`config.mk`:
```
export PLATFORM = sky130hd
export DESIGN_NAME = cargador_matrices
export DESIGN_NICKNAME = d
export VERILOG_FILES = /design/src/rtl/cargador_matrices.sv
export SDC_FILE = /design/constraint.sdc
export NUM_CORES = 1
export LEC_CHECK = 0
export ABC_AREA = 1
export CELL_PAD_IN_SITES_DETAIL_PLACEMENT = 1
export CELL_PAD_IN_SITES_GLOBAL_PLACEMENT = 2
export CORE_ASPECT_RATIO = 1.75
export CORE_MARGIN = 3
export CORE_UTILIZATION = 29
export CTS_CLUSTER_SIZE = 30
export DETAILED_ROUTE_END_ITERATION = 6
export PLACE_DENSITY = 0.83
export SLEW_MARGIN = 20
export SYNTH_ARGS = -nofsm -noshare
export SYNTH_HDL_FRONTEND = slang
export SYNTH_SLANG_ARGS = --single-unit
```
`constraint.sdc`:
```
create_clock -name clk -period 4 [get_ports clk]
set_input_delay 1 -clock clk [delete_from_list [all_inputs] [get_ports clk]]
set_output_delay 1 -clock clk [all_outputs]
set_load 0.05 [all_outputs]
```
`src/rtl/cargador_matrices.sv`:
```
// Stream-to-matrix loader: packs A (row-major) then B (column-major) for the multiplier.
// Optional macro CARGADOR_SOF_EN adds in_sof to resynchronise framing at A element 0.
module cargador_matrices #(
    parameter int unsigned Bit = 3,
    parameter int unsigned M   = 4,
    parameter int unsigned N   = 2,
    parameter int unsigned P   = 2
) (
    input  logic               clk,
    input  logic               rst,
    input  logic [Bit-1:0]     in_data,
    input  logic               in_valid,
`ifdef CARGADOR_SOF_EN
    input  logic               in_sof,
`endif
    output logic               in_ready,
    output logic [N*M*Bit-1:0] mat_a,
    output logic [M*P*Bit-1:0] mat_b,
    output logic               out_valid,
    input  logic               out_ready
);

    localparam int unsigned ElemsA   = N * M;
    localparam int unsigned ElemsB   = M * P;
    localparam int unsigned MaxElems = (ElemsA > ElemsB) ? ElemsA : ElemsB;
    localparam int unsigned IdxW     = (MaxElems > 1) ? $clog2(MaxElems) : 1;

    localparam logic [IdxW-1:0] LastA = IdxW'(ElemsA - 1);
    localparam logic [IdxW-1:0] LastB = IdxW'(ElemsB - 1);

    typedef enum logic [1:0] {
        StLoadA,
        StLoadB,
        StFull
    } state_e;

    state_e               state_q, state_d;
    logic [IdxW-1:0]      idx_q, idx_d;
    logic [N*M*Bit-1:0]   mat_a_q, mat_a_d;
    logic [M*P*Bit-1:0]   mat_b_q, mat_b_d;
    logic                 accept;
    int unsigned          idx_int;

    // Handshake outputs depend on registered state only (plus the reset gate).
    assign in_ready  = (state_q != StFull) && !rst;
    assign out_valid = (state_q == StFull);
    assign accept    = in_valid && in_ready;
    assign idx_int   = 32'(idx_q);

    assign mat_a = mat_a_q;
    assign mat_b = mat_b_q;

    always_comb begin
        state_d = state_q;
        idx_d   = idx_q;
        mat_a_d = mat_a_q;
        mat_b_d = mat_b_q;

        unique case (state_q)
            StLoadA: begin
                if (accept) begin
                    for (int unsigned e = 0; e < ElemsA; e++) begin
                        if (idx_int == e) begin
                            mat_a_d[e*Bit +: Bit] = in_data;
                        end
                    end
                    if (idx_q == LastA) begin
                        state_d = StLoadB;
                        idx_d   = '0;
                    end else begin
                        idx_d = idx_q + IdxW'(1);
                    end
                end
            end
            StLoadB: begin
                if (accept) begin
                    for (int unsigned e = 0; e < ElemsB; e++) begin
                        if (idx_int == e) begin
                            mat_b_d[e*Bit +: Bit] = in_data;
                        end
                    end
                    if (idx_q == LastB) begin
                        state_d = StFull;
                        idx_d   = '0;
                    end else begin
                        idx_d = idx_q + IdxW'(1);
                    end
                end
            end
            StFull: begin
                if (out_ready) begin
                    state_d = StLoadA;
                    idx_d   = '0;
                end
            end
            default: begin
                state_d = StLoadA;
                idx_d   = '0;
            end
        endcase

`ifdef CARGADOR_SOF_EN
        // Start-of-frame overrides the counted position; B contents are left intact.
        if (accept && in_sof) begin
            mat_a_d            = mat_a_q;
            mat_b_d            = mat_b_q;
            mat_a_d[Bit-1:0]   = in_data;
            if (ElemsA == 1) begin
                state_d = StLoadB;
                idx_d   = '0;
            end else begin
                state_d = StLoadA;
                idx_d   = IdxW'(1);
            end
        end
`endif
    end

    always_ff @(posedge clk) begin
        if (rst) begin
            state_q <= StLoadA;
            idx_q   <= '0;
            mat_a_q <= '0;
            mat_b_q <= '0;
        end else begin
            state_q <= state_d;
            idx_q   <= idx_d;
            mat_a_q <= mat_a_d;
            mat_b_q <= mat_b_d;
        end
    end

endmodule

```
==> impl_metrics.tcl <==
set metrics [dict create \
    cp_data_arrival_time_ns 2.41 \
    cts.reportedPaths.clkPinSlew_ns 0.06 \
    netlist_area_um2 2390 \
    fin_tns_setup_ns 0 \
    cts_buffer_depth 2 \
    post-route-drc-count 0 \
    finalHoldViolations 0 \
    synthCells 334 \
    detailed_place_hpwl_um 4410 \
    synth_warnings 0 \
    syn_area_per_cell_um2 7.17 \
    drt_first_iter_violations 139 \
    worstHoldStart "mat_b[6]" \
    slowest_delay_ns 0.81 \
    grt_max_degree 52 \
    crit_type "input port to output port" \
    synth.net_count 347 \
    leakagePower_nw 1.19 \
    drv_cap 0 \
    insertion_delay_ns 0.29 \
    startpoint "rst" \
    synth_area_leader_cell "dfxtp_1" \
    portBuffers 56 \
    crit_required_ns 3.00 \
    htree_levels 2 \
    slew_viol_final 0 \
    ys_ff_latch 53 \
    synth_cell_type_count 20 \
    final_antenna_net_count 0 \
    period_minus_slack_ns 3.41 \
    cts_resized 0 \
    synth-edff-count 0 \
    viasPerCell 4.88 \
    p_per_area_nw_per_um2 355 \
    die_w_um 74.7 \
    worst-path-max-fanout 4 \
    area_growth_pct 29.7 \
    cts-root-buf "clkbuf_16" \
    min-delay-path-class "register to register" \
    status "completed" \
    worst_slew_pin_slew_ns 0.833 \
    antenna-diode-count 0 \
    core-area_um2 7960 \
    worst_slew_margin_rel 0.443 \
    synth_area_leaders "dfxtp_1, nand3_1, nor2_1" \
    irDropWorstVdd_mv 0.207 \
    overflow 0 \
    synth_seq_area_share 0.443 \
    io_pins 57 \
    numClockSinks 53 \
    cts_tree "built" \
    ys_dominant_reg_cell "dfxtp_1" \
    hold_ws_ns 0.481 \
    crit_slowest_cell "clkdlybuf4s50_1" \
    timing.fmax_ghz 0.294 \
    via_count 2269 \
    post_drt_wl_per_cell_um 13.7 \
    grt_pass1_vias 2192 \
    nFillCells 1002 \
    r2r_start "state_q[0]" \
    core.rowCount 43 \
    grt_usage 0.146 \
    fin_skew_ns 0.00357 \
    cp_cell_sequence "clkdlybuf4s50_1 -> nor2_1 -> clkdlybuf4s50_1" \
    final_cells 465 \
    end_kind "output port" \
    start_kind "input port" \
    grt_antenna_before_repair 0 \
    p_total_w 0.00110 \
    post_cts_buffers 0 \
    numCtsBuffers 5 \
    grt_pass1_wl_um 10800 \
    synth.most_common_cell "nor2_1" \
    hold_buffers 0 \
    fin_crit_sh 0.852 \
    synth.top_cell.area_share 0.443 \
    ys_top_cells_by_count "nor2_1, nand2_1, dfxtp_1" \
    dr.pass1.iters 4 \
    drive_gt1_frac 0.0667 \
    wirelength_um 6390 \
    floorplan.initialDensity 0.301 \
    async_flop_share 0 \
    rsz0062_at_grt "no" \
    die_h_um 126 \
    setup_violations 0 \
    dieArea_um2 9420 \
    fin_nets 387 \
    crit_top_cell "clkdlybuf4s50_1" \
    place_congestion 0.761 \
    dp_cells 457 \
]
-- registers in the layout, indices dropped and copies added (netlist names) --
register	cells
idx_q	3
mat_b	24
mat_a	24
state_q	2
-- metrics by stage --
stage	utilization	area, µm²	setup slack (ns)
3_3_place_gp	0.370	2950	0.586
2_1_floorplan	-	2390	1.35
3_5_place_dp	0.370	2950	0.591
5_1_grt	0.390	3100	0.540
6_report	0.390	3100	0.594
4_1_cts	0.390	3100	0.576
-- kinds of logic after synthesis --
family	synth area share
compound gates	0.0878
fa+ha+maj	0.0314
buf+inv	0.0753
flops	0.443
simple gates	0.362
-- final timing paths --
check | endpoint | slack [ns] | cells after the start
worst max-delay path | in_ready | 0.59 | 3
worst min-delay path | mat_b[6] | 0.48 | 2
worst max register to register | mat_a[1] | 2.20 | 7
worst min register to register | mat_b[6] | 0.48 | 2
-- worst max-delay path, delay by kind of cell --
| family | cells | cell delay [ns] |
|---|---|---|
| buffers and inverters | 2 | 1.28 |
| AND/OR/NAND/NOR | 1 | 0.13 |
-- routing by layer --
layer / part of all wire / GRT usage / vias up / wire [µm]
met5: 0 / 0 / - / 0
met4: 0.015 / 0.0440 / 0 / 94
met3: 0.023 / 0.0248 / 8 / 150
met2: 0.55 / 0.269 / 30 / 3490
met1: 0.42 / 0.165 / 1082 / 2660
li1: - / - / 1149 / -
-- where the power goes --
| part | internal, W | switching (W) | leakage, nW |
|---|---|---|---|
| sequential | 0.000535 | 0.00000573 | 0.428 |
| clock | 0.000265 | 0.000191 | 0.0799 |
| combinational | 0.0000341 | 0.0000711 | 0.680 |
-- area by class of cell --
class	instances	area (µm²)	area share
Inverter	14	52.6	0.0169
Timing Repair Buffer	57	568	0.183
Tap cell	90	113	0.0363
Multi-Input combinational cell	243	1150	0.371
Clock inverter	1	5.00	0.00161
Sequential cell	53	1060	0.342
Clock buffer	7	153	0.0492
-- layout by cell type (no fill, tap or decap), drive strengths merged, types with 2 or more instances in the layout --
cell type and n:
clkbuf 7, dfxtp 53, a21oi 41, ha 6, or2 2, nand2 65, inv 14, nor2 72
clkdlybuf4s50 56, nand3 52, nor3 4
Note: power is estimated with default switching activity, not from simulation.
